==> src/rtl/dot_product_row_scheduler_pkg.sv <==
// Shared constants and FSM state type for the dot-product row scheduler.
package dot_product_row_scheduler_pkg;

    localparam int DEFAULT_ELEMENT_WIDTH = 32;
    localparam int DEFAULT_ADDR_WIDTH    = 16;

    typedef enum logic [2:0] {
        IDLE,
        ISSUE,
        GAP,
        WAIT_RESULT,
        STORE
    } sched_state_t;

endpackage

==> src/rtl/dot_product_row_scheduler_addr_gen.sv <==
// Row and package counters with an accumulated row-memory address.
// The address advances by one per issued package, so it equals row*multiples+pkg.
module sched_addr_gen #(
    parameter int ADDR_WIDTH = 16
) (
    input  logic                  clk,
    input  logic                  reset,
    input  logic                  clear,
    input  logic                  pkg_step,
    input  logic                  row_step,
    input  logic [ADDR_WIDTH-1:0] no_of_rows,
    input  logic [31:0]           no_of_multiples,
    output logic [ADDR_WIDTH-1:0] row,
    output logic [ADDR_WIDTH-1:0] pkg_addr,
    output logic                  last_pkg,
    output logic                  last_row
);

    logic [31:0]           pkg_reg;
    logic [ADDR_WIDTH-1:0] row_reg;
    logic [ADDR_WIDTH-1:0] addr_reg;

    always_ff @(posedge clk) begin
        if (reset || clear) begin
            pkg_reg  <= '0;
            row_reg  <= '0;
            addr_reg <= '0;
        end else begin
            if (pkg_step) begin
                addr_reg <= addr_reg + ADDR_WIDTH'(1);
                if (!last_pkg) begin
                    pkg_reg <= pkg_reg + 32'd1;
                end
            end
            if (row_step) begin
                row_reg <= row_reg + ADDR_WIDTH'(1);
                pkg_reg <= '0;
            end
        end
    end

    assign last_pkg = (pkg_reg == no_of_multiples - 32'd1);
    assign last_row = (row_reg == no_of_rows - ADDR_WIDTH'(1));
    assign row      = row_reg;
    assign pkg_addr = addr_reg;

endmodule

==> src/rtl/dot_product_row_scheduler.sv <==
// Issues the packages of each row to the dot unit at a fixed spacing, waits
// for the row result (with timeout) and writes it into the result buffer.
module dot_product_row_scheduler
    import dot_product_row_scheduler_pkg::*;
#(
    parameter int ELEMENT_WIDTH = DEFAULT_ELEMENT_WIDTH,
    parameter int ADDR_WIDTH    = DEFAULT_ADDR_WIDTH,
    parameter int ISSUE_GAP     = 2,
    parameter int TIMEOUT       = 1024
) (
    input  logic                     clk,
    input  logic                     reset,
    input  logic                     start,
    input  logic [ADDR_WIDTH-1:0]    no_of_rows,
    input  logic [31:0]              no_of_multiples,
    output logic [ADDR_WIDTH-1:0]    pkg_addr,
    output logic                     outsider_read_now,
    input  logic                     dp_finish,
    input  logic [ELEMENT_WIDTH-1:0] dp_result,
    output logic                     result_we,
    output logic [ADDR_WIDTH-1:0]    result_addr,
    output logic [ELEMENT_WIDTH-1:0] result_data,
    output logic                     busy,
    output logic                     done,
    output logic                     error
);

    sched_state_t             state_reg, state_next;
    logic [ADDR_WIDTH-1:0]    rows_reg;
    logic [31:0]              mult_reg;
    logic [31:0]              gap_cnt_reg, gap_cnt_next;
    logic [31:0]              wait_cnt_reg, wait_cnt_next;
    logic [ELEMENT_WIDTH-1:0] result_data_reg;
    logic                     done_reg, done_next;
    logic                     error_reg, error_next;
    logic                     accept, capture, pkg_step, row_step;
    logic                     last_pkg, last_row;
    logic [ADDR_WIDTH-1:0]    row;

    sched_addr_gen #(.ADDR_WIDTH(ADDR_WIDTH)) u_addr_gen (
        .clk             (clk),
        .reset           (reset),
        .clear           (accept),
        .pkg_step        (pkg_step),
        .row_step        (row_step),
        .no_of_rows      (rows_reg),
        .no_of_multiples (mult_reg),
        .row             (row),
        .pkg_addr        (pkg_addr),
        .last_pkg        (last_pkg),
        .last_row        (last_row)
    );

    always_ff @(posedge clk) begin
        if (reset) begin
            state_reg       <= IDLE;
            rows_reg        <= '0;
            mult_reg        <= '0;
            gap_cnt_reg     <= '0;
            wait_cnt_reg    <= '0;
            result_data_reg <= '0;
            done_reg        <= 1'b0;
            error_reg       <= 1'b0;
        end else begin
            state_reg    <= state_next;
            gap_cnt_reg  <= gap_cnt_next;
            wait_cnt_reg <= wait_cnt_next;
            done_reg     <= done_next;
            error_reg    <= error_next;
            if (accept) begin
                rows_reg <= no_of_rows;
                mult_reg <= no_of_multiples;
            end
            if (capture) begin
                result_data_reg <= dp_result;
            end
        end
    end

    always_comb begin
        state_next        = state_reg;
        gap_cnt_next      = gap_cnt_reg;
        wait_cnt_next     = wait_cnt_reg;
        done_next         = 1'b0;
        error_next        = 1'b0;
        accept            = 1'b0;
        capture           = 1'b0;
        pkg_step          = 1'b0;
        row_step          = 1'b0;
        outsider_read_now = 1'b0;
        result_we         = 1'b0;
        case (state_reg)
            IDLE: begin
                if (start) begin
                    if (no_of_rows != '0 && no_of_multiples != '0) begin
                        accept     = 1'b1;
                        state_next = ISSUE;
                    end else begin
                        error_next = 1'b1;
                    end
                end
            end
            ISSUE: begin
                outsider_read_now = 1'b1;
                pkg_step          = 1'b1;
                if (last_pkg) begin
                    wait_cnt_next = '0;
                    state_next    = WAIT_RESULT;
                end else if (ISSUE_GAP <= 1) begin
                    state_next = ISSUE;
                end else begin
                    gap_cnt_next = '0;
                    state_next   = GAP;
                end
            end
            GAP: begin
                // GAP lasts ISSUE_GAP-1 cycles so strobes land ISSUE_GAP apart
                if (gap_cnt_reg == 32'(ISSUE_GAP - 2)) begin
                    state_next = ISSUE;
                end else begin
                    gap_cnt_next = gap_cnt_reg + 32'd1;
                end
            end
            WAIT_RESULT: begin
                if (dp_finish) begin
                    capture    = 1'b1;
                    state_next = STORE;
                end else if (wait_cnt_reg == 32'(TIMEOUT - 1)) begin
                    error_next = 1'b1;
                    state_next = IDLE;
                end else begin
                    wait_cnt_next = wait_cnt_reg + 32'd1;
                end
            end
            STORE: begin
                result_we = 1'b1;
                if (last_row) begin
                    done_next  = 1'b1;
                    state_next = IDLE;
                end else begin
                    row_step   = 1'b1;
                    state_next = ISSUE;
                end
            end
            default: state_next = IDLE;
        endcase
    end

    assign busy        = (state_reg != IDLE);
    assign done        = done_reg;
    assign error       = error_reg;
    assign result_addr = row;
    assign result_data = result_data_reg;

endmodule

==> config.mk <==
export PLATFORM = sky130hd
export DESIGN_NAME = dot_product_row_scheduler
export DESIGN_NICKNAME = d
export VERILOG_FILES = /design/src/rtl/dot_product_row_scheduler_pkg.sv /design/src/rtl/dot_product_row_scheduler_addr_gen.sv /design/src/rtl/dot_product_row_scheduler.sv
export SDC_FILE = /design/constraint.sdc
export NUM_CORES = 1
export LEC_CHECK = 0
export CAP_MARGIN = 20
export CORE_ASPECT_RATIO = 0.9
export CORE_MARGIN = 2
export CORE_UTILIZATION = 61
export CTS_BUF_LIST = sky130_fd_sc_hd__clkbuf_4
export DETAILED_ROUTE_END_ITERATION = 12
export HOLD_SLACK_MARGIN = 0.1
export PLACE_DENSITY = 0.95
export REMOVE_ABC_BUFFERS = 1
export SLEW_MARGIN = 20
export SYNTH_ARGS = -nofsm -noshare
export SYNTH_HDL_FRONTEND = slang
export SYNTH_SLANG_ARGS = --single-unit
export TNS_END_PERCENT = 100
==> constraint.sdc <==
create_clock -name clk -period 6.4 [get_ports clk]
set_input_delay 0.96 -clock clk [delete_from_list [all_inputs] [get_ports clk]]
set_output_delay 0.96 -clock clk [all_outputs]
set_load 0.02 [all_outputs]
======== Word-level counts from Yosys, hierarchy flattened ========
Cells that the tools add are included.
storage, ports and cells
  register bits ........................... 213
  word-level logic and storage cells ...... 81
cells by class
  $add $sub $neg .......................... 7
  equal/unequal tests ..................... 16
  muxes and demuxes ....................... 30
  bitwise logic cells ..................... 2
  reduce and logical (&&, ||, !) cells .... 15
operators by type and width
  operator                                                                 number
  32-bit 2-to-1 mux                                                        5
  32-bit case mux with 2 select lines                                      2
  32-bit by 1-bit adder with 32-bit output, second input constant          3
  16-bit by 1-bit adder with 16-bit output, second input constant          2
  32-bit by 10-bit equality test with 1-bit output, second input constant  1
  32-bit equality test                                                     1
  32-bit logical NOT                                                       1
  32-bit nonzero test                                                      1
  32-bit by 1-bit subtractor with 32-bit output, second input constant     1
  16-bit equality test                                                     1
  1-bit 2-to-1 mux                                                         16
  2-bit inequality test, second input constant                             8
  16-bit nonzero test                                                      1
  16-bit by 1-bit subtractor with 16-bit output, second input constant     1
  3-bit 2-to-1 mux                                                         5
  3-bit case mux with 5 select lines                                       1
  4-bit AND reduction                                                      2
  3-bit by 2-bit equality test with 1-bit output, second input constant    2
  2-bit nonzero test                                                       2
  2-bit OR reduction                                                       2
  3-bit by 1-bit equality test with 1-bit output, second input constant    1
  3-bit equality test, second input constant                               1
  3-bit logical NOT                                                        1
  3-bit inequality test, second input constant                             1
  7 further kinds                                                          8

======== Depth between registers and ports, before layout ========
Gate-level depths: netlist (run 1).
  depth in word-level cells ............... 7
  gate-level depth with buffers ........... 14
  mapped depth without buffers ............ 12

======== Cells and area by module ========
From an unflattened synthesis (run 1), not the netlist that was laid out.
second synthesis, totals
  cell total of the unflattened synthesis .. 1,426
  area total of the unflattened synthesis .. 11,682.5 µm²
modules (own cells, without submodules)
  module                     times used  cells an instance  area an instance (µm²)
  dot_product_row_scheduler  1           818                6,887.9
  sched_addr_gen             1           608                4,794.6

======== Least setup slack after synthesis (run 1) ========
Ideal clock, no wire load.
  kind .................................... reg2reg
  start point ............................. register mult_reg[0]
  end point ............................... register gap_cnt_reg[20]
  library setup time ...................... 0.117 ns
  arrival time ............................ 3.344 ns
  required time ........................... 6.283 ns
  setup slack ............................. 2.939 ns
  cell stages (with the launch flop) ...... 15
  buffers on the path ..................... 2
  cell sequence ........................... dfxtp_1 inv_1 ha_1 or4b_1 clkbuf_1 or3_1 or3_1 a2111oi_0 nand4_1 a211o_1 o22ai_4 buf_6 nor4_1 xnor2_1 nor2_1
between the ends
  longest elaborated chain between the ends .. 4
RTL lines
  what                                           line                                      text
  from (decl)                                    dot_product_row_scheduler.sv:30           logic [31:0] mult_reg;
  from (signal assigned)                         dot_product_row_scheduler.sv:72           mult_reg <= no_of_multiples;
  32-bit by 1-bit subtractor with 32-bit output  dot_product_row_scheduler_addr_gen.sv:42  assign last_pkg = (pkg_reg == no_of_multiples - 32'd1);
  32-bit equality test                           dot_product_row_scheduler_addr_gen.sv:42
  2-bit inequality test (no line)                --
  3-bit AND reduction (no line)                  --
  to (signal assigned)                           dot_product_row_scheduler.sv:66           gap_cnt_reg <= gap_cnt_next;
  to (decl)                                      dot_product_row_scheduler.sv:31           logic [31:0] gap_cnt_reg, gap_cnt_next;
Every way passes these cells.
A chain may end at the register's enable or synchronous reset.

======== Final worst setup path (run 1) ========
  start point ............................. register mult_reg[0]
  end point ............................... register gap_cnt_reg[7]
Same word-level chain as after synthesis.

==> flow_metrics.env, run 1 <==
export IMPL_max_clock_path_buffers=3
export IMPL_ys_async_sr_fraction_pct=0
export IMPL_n_antenna_cell=0
export IMPL_drtPass1Iterations=6
export IMPL_peakVddDrop_mv=0.180
export IMPL_cts_hold_buf=0
export IMPL_yosys_area_top_type="dfxtp_1"
export IMPL_gr_total_overflow=0
export IMPL_netlist_instances=1345
export IMPL_final_setup_skew_ns=0.0591
export IMPL_synth_seq_area_share_pct=38.7
export IMPL_status="finished, final reports clean"
export IMPL_fin_nets=1587
export IMPL_hpwl_um=20600
export IMPL_grt_pass1_vias=10400
export IMPL_holdWs_ns=0.452
export IMPL_die_area_um2=19100
export IMPL_ys_ff_latch=213
export IMPL_tightest_slew_ns=1.01
export IMPL_start_kind="flop"
export IMPL_max_slew_margin_pct=32.3
export IMPL_cpPeakStageDelay_ns=0.85
export IMPL_wl_um=30000
export IMPL_hp_start="result_data[6]"
export IMPL_yosysWarningCount=0
export IMPL_cts_resized_gates=0
export IMPL_required_ns=6.97
export IMPL_path_class="reg2reg"
export IMPL_timing_final_crit_period_ns=5.06
export IMPL_ys_types=74
export IMPL_clkTransAtPathRegs_ns=0.06
export IMPL_r2r_start="mult_reg[0]"
export IMPL_synth_area_top_cells="dfxtp_1 39%, xnor2_1 7.2%, nor2_1 6.8%"
export IMPL_cp_max_fo=37
export IMPL_timing_fmax_mhz=198
export IMPL_synth_enable_flop_cells=0
export IMPL_synth_cell_area_um2=11000
export IMPL_grt_max_degree=49
export IMPL_power_leakage_nw=4.81
export IMPL_syn_avg_cell_area_um2=8.19
export IMPL_htreeDepth=2
export IMPL_drive_gt1_share_pct=7.14
export IMPL_intPower_mw=2.14
export IMPL_critical_path_top_delay_family="simple AND/OR/NAND/NOR gates"
export IMPL_slew_violations=0
export IMPL_ios=153
export IMPL_numPortBuffers=152
export IMPL_start_util_pct=62.3
export IMPL_dpl_cell_area_um2=12600
export IMPL_post_route_drc_count=0
export IMPL_path_cells="inv_1 -> ha_1 -> or4b_1 -> or4_1 -> a2111oi_0 -> a41oi_1 -> o21bai_1 -> nand4b_1 -> o21ai_4 -> nand2_1 -> a21oi_1"
export IMPL_via_per_inst=6.08
export IMPL_core_area_um2=17700
export IMPL_cts_buffers=54
export IMPL_die_y_um=131
export IMPL_syn2layout_area_growth_pct=20.0
export IMPL_path_buf_inv=1
export IMPL_drt_iter0_markers=943
export IMPL_timing_setup_tns_ns=0
export IMPL_synthFlopType="dfxtp_1"
export IMPL_die_width_um=146
export IMPL_worstSetupStartpoint="mult_reg[0]"
export IMPL_vias=10700
export IMPL_hold_class="reg2reg"
export IMPL_p_sw_mw=0.934
export IMPL_power_density_nw_per_um2=232
export IMPL_swShare_pct=30.4
export IMPL_cts_sinks=213
export IMPL_pwr_share_seq_pct=46.1
export IMPL_clk_insertion_delay_late_ns=0.70
export IMPL_maxCapViolCount=0
export IMPL_synth_top_cell_area_share_pct=38.7
export IMPL_clock_root_buffer="clkbuf_4"
export IMPL_cp_slowest_cell="nand2_1"
export IMPL_routedWlPerCell_um=17.0
export IMPL_num_rows=46
export IMPL_clkPwrFrac_pct=35.1
export IMPL_final_area_um2=13200
export IMPL_place_gp_congestion=0.933
export IMPL_grt_first_pass_wirelength_um=48900
export IMPL_hold_viol=0
export IMPL_grt_usage_pct=30.2
export IMPL_critPathArrivalTime_ns=5.63
export IMPL_rsz0062_at_grt="no"
export IMPL_critPathCaptureType="flop"
export IMPL_cts_setup_buffers=0
export IMPL_pwr_share_comb_pct=18.8
export IMPL_finalCritPeriodShare_pct=79.0
export IMPL_finalSetupViolations=0
export IMPL_antenna_found_initial=0
export IMPL_ant_nets=0
export IMPL_tritoncts="yes"
## worst register-to-register path, cell delays in order, from the launching register on
cell       delay, ns
dfxtp_1         0.36
inv_1           0.08
ha_1            0.20
or4b_1          0.67
or4_1           0.61
a2111oi_0       0.36
a41oi_1         0.09
o21bai_1        0.26
nand4b_1        0.30
o21ai_4         0.83
nand2_1         0.85
a21oi_1         0.35
## area by class of cell
cell class	count	area [um^2]
fill	1202	4460
inverter	28	105
timing repair buffer	161	1580
clock buffer	74	556
clock inverter	13	50.0
multi-input combinational	1037	6350
sequential	213	4260
tap	240	300
## metal layers
layer / global-route usage [%] / vias up / share of wire (%)
li1: - / 5044 / -
met1: 36.9 / 5027 / 41
met2: 50.1 / 539 / 47
met3: 7.29 / 119 / 8.6
met4: 14.9 / 0 / 3.8
met5: 0 / - / 0
## worst paths after layout
path                    endpoint  slack (ns)  cells past startpoint
setup reg to reg  gap_cnt_reg[7]        1.34                     11
hold / removal    result_data[6]        0.45                      2
hold reg to reg   result_data[6]        0.45                      2
setup / recovery  gap_cnt_reg[7]        1.34                     11
## cell families (layout without fill, tap and decap cells)
logic type / count (synthesis) / after routing / share of synthesized area, %
multiplexers: 57 / 57 / 5.21
adder cells (fa/ha/maj): 8 / 8 / 0.909
XOR/XNOR: 153 / 153 / 12.2
flip-flops: 213 / 213 / 38.7
AND/OR/NAND/NOR: 656 / 656 / 30.0
AO/OA/AOI/OAI: 163 / 163 / 9.32
buffers and inverters: 95 / 276 / 3.70
## synthesized netlist by cell type (4+ instances only)
cell	number
a211oi_1	4
or2_2	6
inv_1	27
a31oi_1	5
nand2b_1	7
buf_1	9
clkbuf_1	42
o21ai_0	39
nor3_1	53
nor4b_1	10
dfxtp_1	213
and2_1	6
buf_6	5
o31ai_1	6
xnor2_1	90
ha_1	8
nand3_1	47
a21oi_1	65
nor2_1	198
or4_1	9
o211ai_1	6
and3_1	26
or3_1	34
and4_1	10
xor2_1	63
mux2i_1	55
buf_2	9
nor3b_1	4
a211o_1	4
nand2_1	137
nand4_1	35
nor4_1	48
## metrics by stage
step	power, mW	worst slack [ns]	util, %	cells
floorplan	1.82	1.16	-	1278
global placement	1.98	1.78	71.3	1679
detailed placement	2.00	1.50	71.3	1679
CTS	3.07	1.47	74.8	1766
global route	3.20	0.945	74.8	1766
finish	3.07	1.34	74.8	1766
## power groups by stage
stage | logic [mW] | clock network (mW) | registers [mW]
after global routing | 0.625 | 1.16 | 1.42
after detailed placement | 0.562 | 0 | 1.44
after global placement | 0.544 | 0 | 1.44
final | 0.577 | 1.08 | 1.42
after CTS | 0.567 | 1.09 | 1.41
after floorplan | 0.385 | 0 | 1.43
## cells in the final DEF, fill, tap and decap left out, types with 3 or more instances in the layout
cell / count
and3_1: 26
o21a_1: 3
o21ai_0: 39
nand4_1: 35
o211ai_1: 6
and2_1: 6
clkinv_1: 12
nor2b_1: 3
nand4b_1: 3
a211oi_1: 4
clkbuf_4: 74
xnor2_1: 90
o211a_1: 3
o31ai_1: 6
clkdlybuf4s50_1: 151
inv_1: 27
nor3b_1: 4
buf_4: 9
nand2b_1: 7
nand3_1: 46
mux2i_1: 55
ha_1: 8
nor2_1: 198
nor4_1: 48
and4_1: 10
dfxtp_1: 213
a2111oi_0: 3
or4_1: 9
a21oi_1: 65
or2_2: 6
nor3_1: 53
a31oi_1: 5
xor2_1: 63
a41oi_1: 3
or3_1: 34
a211o_1: 4
nor4b_1: 10
nand2_1: 137
Note: power is estimated with default switching activity, not from simulation.
==> run 2, diff against run 1 <==
--- a/config.mk
+++ b/config.mk
@@ -8,11 +8,11 @@
 export CAP_MARGIN = 20
 export CORE_ASPECT_RATIO = 0.9
 export CORE_MARGIN = 2
-export CORE_UTILIZATION = 61
+export CORE_UTILIZATION = 52
 export CTS_BUF_LIST = sky130_fd_sc_hd__clkbuf_4
 export DETAILED_ROUTE_END_ITERATION = 12
 export HOLD_SLACK_MARGIN = 0.1
-export PLACE_DENSITY = 0.95
+export PLACE_DENSITY = 0.86
 export REMOVE_ABC_BUFFERS = 1
 export SLEW_MARGIN = 20
 export SYNTH_ARGS = -nofsm -noshare
==> constraint.sdc (replaced) <==
create_clock -name clk -period 4.3 [get_ports clk]
set_input_delay 0.645 -clock clk [delete_from_list [all_inputs] [get_ports clk]]
set_output_delay 0.645 -clock clk [all_outputs]
set_load 0.02 [all_outputs]
==> flow_metrics.env, run 2 (synthesis results as in run 1) <==
export IMPL_numPortBuffers=152
export IMPL_post_route_drc_count=0
export IMPL_critPathArrivalTime_ns=4.50
export IMPL_antenna_found_initial=0
export IMPL_maxCapViolCount=0
export IMPL_max_slew_margin_pct=37.6
export IMPL_gr_total_overflow=0
export IMPL_n_antenna_cell=0
export IMPL_critPathCaptureType="flop"
export IMPL_cpPeakStageDelay_ns=0.54
export IMPL_drtPass1Iterations=5
export IMPL_hold_viol=0
export IMPL_tightest_slew_ns=0.936
export IMPL_num_rows=50
export IMPL_start_kind="flop"
export IMPL_tritoncts="yes"
export IMPL_cts_hold_buf=0
export IMPL_timing_final_crit_period_ns=3.97
export IMPL_grt_max_degree=50
export IMPL_grt_pass1_vias=10100
export IMPL_finalCritPeriodShare_pct=92.4
export IMPL_critical_path_top_delay_family="simple AND/OR/NAND/NOR gates"
export IMPL_drt_iter0_markers=660
export IMPL_power_mw=4.76
export IMPL_via_per_inst=5.73
export IMPL_die_width_um=157
export IMPL_routedWlPerCell_um=16.0
export IMPL_cts_setup_buffers=0
export IMPL_timing_fmax_mhz=252
export IMPL_start_util_pct=53.0
export IMPL_hold_path_cell_count=3
export IMPL_cts_sinks=213
export IMPL_hpwl_um=21100
export IMPL_rr_worst_depth=13
export IMPL_clk_insertion_delay_late_ns=0.67
export IMPL_cts_buffers=56
export IMPL_power_leakage_nw=4.94
export IMPL_final_setup_skew_ns=0.0240
export IMPL_required_ns=4.83
export IMPL_clkTransAtPathRegs_ns=0.06
export IMPL_place_gp_congestion=0.934
export IMPL_setup_ws_ns=0.328
export IMPL_power_density_nw_per_um2=353
export IMPL_status="finished, final reports clean"
export IMPL_slew_violations=0
export IMPL_die_y_um=142
export IMPL_hold_class="in2reg"
export IMPL_path_buf_inv=2
export IMPL_core_area_um2=20800
export IMPL_fin_nets=1603
export IMPL_cp_max_fo=15
export IMPL_cp_slowest_cell="or4b_1"
export IMPL_peakVddDrop_mv=0.250
export IMPL_vias=10500
export IMPL_syn2layout_area_growth_pct=22.5
export IMPL_wl_um=29400
export IMPL_grt_first_pass_wirelength_um=48100
export IMPL_max_clock_path_buffers=3
export IMPL_crit_top_cell="or3_1"
export IMPL_rsz0062_at_grt="no"
export IMPL_path_depth=13
export IMPL_ant_nets=0
export IMPL_nFillCells=1756
export IMPL_path_class="reg2reg"
export IMPL_final_common_cell="dfxtp_1"
export IMPL_ios=153
export IMPL_grt_usage_pct=26.2
export IMPL_finalSetupViolations=0
export IMPL_pre_cts_ws_ns=0.406
export IMPL_die_area_um2=22400
export IMPL_final_cell_mix="213 x dfxtp_1, 198 x nor2_1, 151 x clkdlybuf4s50_1"
export IMPL_drive_gt1_share_pct=8.45
export IMPL_clock_root_buffer="clkbuf_4"
export IMPL_htreeDepth=2
export IMPL_path_cells="inv_1 -> ha_1 -> or4b_1 -> or3_1 -> or3_1 -> a2111oi_1 -> nand4_1 -> a211o_1 -> o22ai_4 -> buf_4 -> nor4b_1 -> xnor2_1 -> nor2_1"
==> run 2: changes by cell type in the layout (fill, tap and decap cells not counted) <==
cell / previous run / this run
bufinv_16: 0 / 1
a2111oi_0: 3 / 2
a2111oi_1: 0 / 1
inv_2: 1 / 0
buf_12: 0 / 1
clkinv_1: 12 / 15
buf_4: 9 / 22
clkbuf_4: 74 / 82
==> run 2: layer usage <==
metal	routed length [um]	global-route usage [%]	vias to the layer above
met1	12800	33.3	4955
met3	2460	7.16	55
li1	-	-	5092
met4	671	9.19	0
met5	0	0	-
met2	13400	42.7	415
==> run 2: where the power goes <==
group | total, mW | switching, mW | leakage (nW) | internal [mW]
Clock | 1.76 | 0.832 | 0.417 | 0.927
Combinational | 0.890 | 0.493 | 2.80 | 0.397
Sequential | 2.11 | 0.0814 | 1.72 | 2.02
==> run 2: path summary, 6_finish.rpt <==
check                                startpoint         endpoint  slack (ns)
worst max-delay path                mult_reg[0]  gap_cnt_reg[31]        0.33
worst min-delay path                      reset     state_reg[1]        0.42
worst max register to register      mult_reg[0]  gap_cnt_reg[31]        0.33
worst min register to register  result_data[10]  result_data[10]        0.45
==> run 2: repair_timing <==
item                                   4_1_cts  5_1_grt
gates resized for setup                      0        1
setup endpoints to repair                    0        1
endpoints found under the hold margin        0        0
==> run 2: layout make-up <==
cell class,instances,area [um^2],area share [%]
Tap cell,286,358,2.65
Timing Repair Buffer,175,1700,12.6
Multi-Input combinational cell,1037,6350,47.1
Clock buffer,82,616,4.57
Sequential cell,213,4260,31.6
Clock inverter,16,87.6,0.650
Inverter,28,105,0.780
==> run 2: through the flow <==
stage / hold WS [ns] / setup TNS, ns / cell area (um^2) / std cells / util, %
3_5_place_dp: 0.446 / 0 / 12800 / 1739 / 61.5
4_1_cts: 0.362 / 0 / 13500 / 1837 / 64.9
5_1_grt: 0.378 / 0 / 13500 / 1837 / 64.9
2_1_floorplan: 0.445 / -16.26 / 10700 / 1278 / -
3_3_place_gp: 0.440 / 0 / 12800 / 1739 / 61.5
6_report: 0.421 / 0 / 13500 / 1837 / 64.9
==> run 2: worst reg2reg max path: stages (launching register included) <==
cell       delay [ns]
dfxtp_1          0.36
inv_1            0.08
ha_1             0.19
or4b_1           0.54
or3_1            0.35
or3_1            0.38
a2111oi_1        0.44
nand4_1          0.19
a211o_1          0.35
o22ai_4          0.33
buf_4            0.29
nor4b_1          0.10
xnor2_1          0.19
nor2_1           0.06
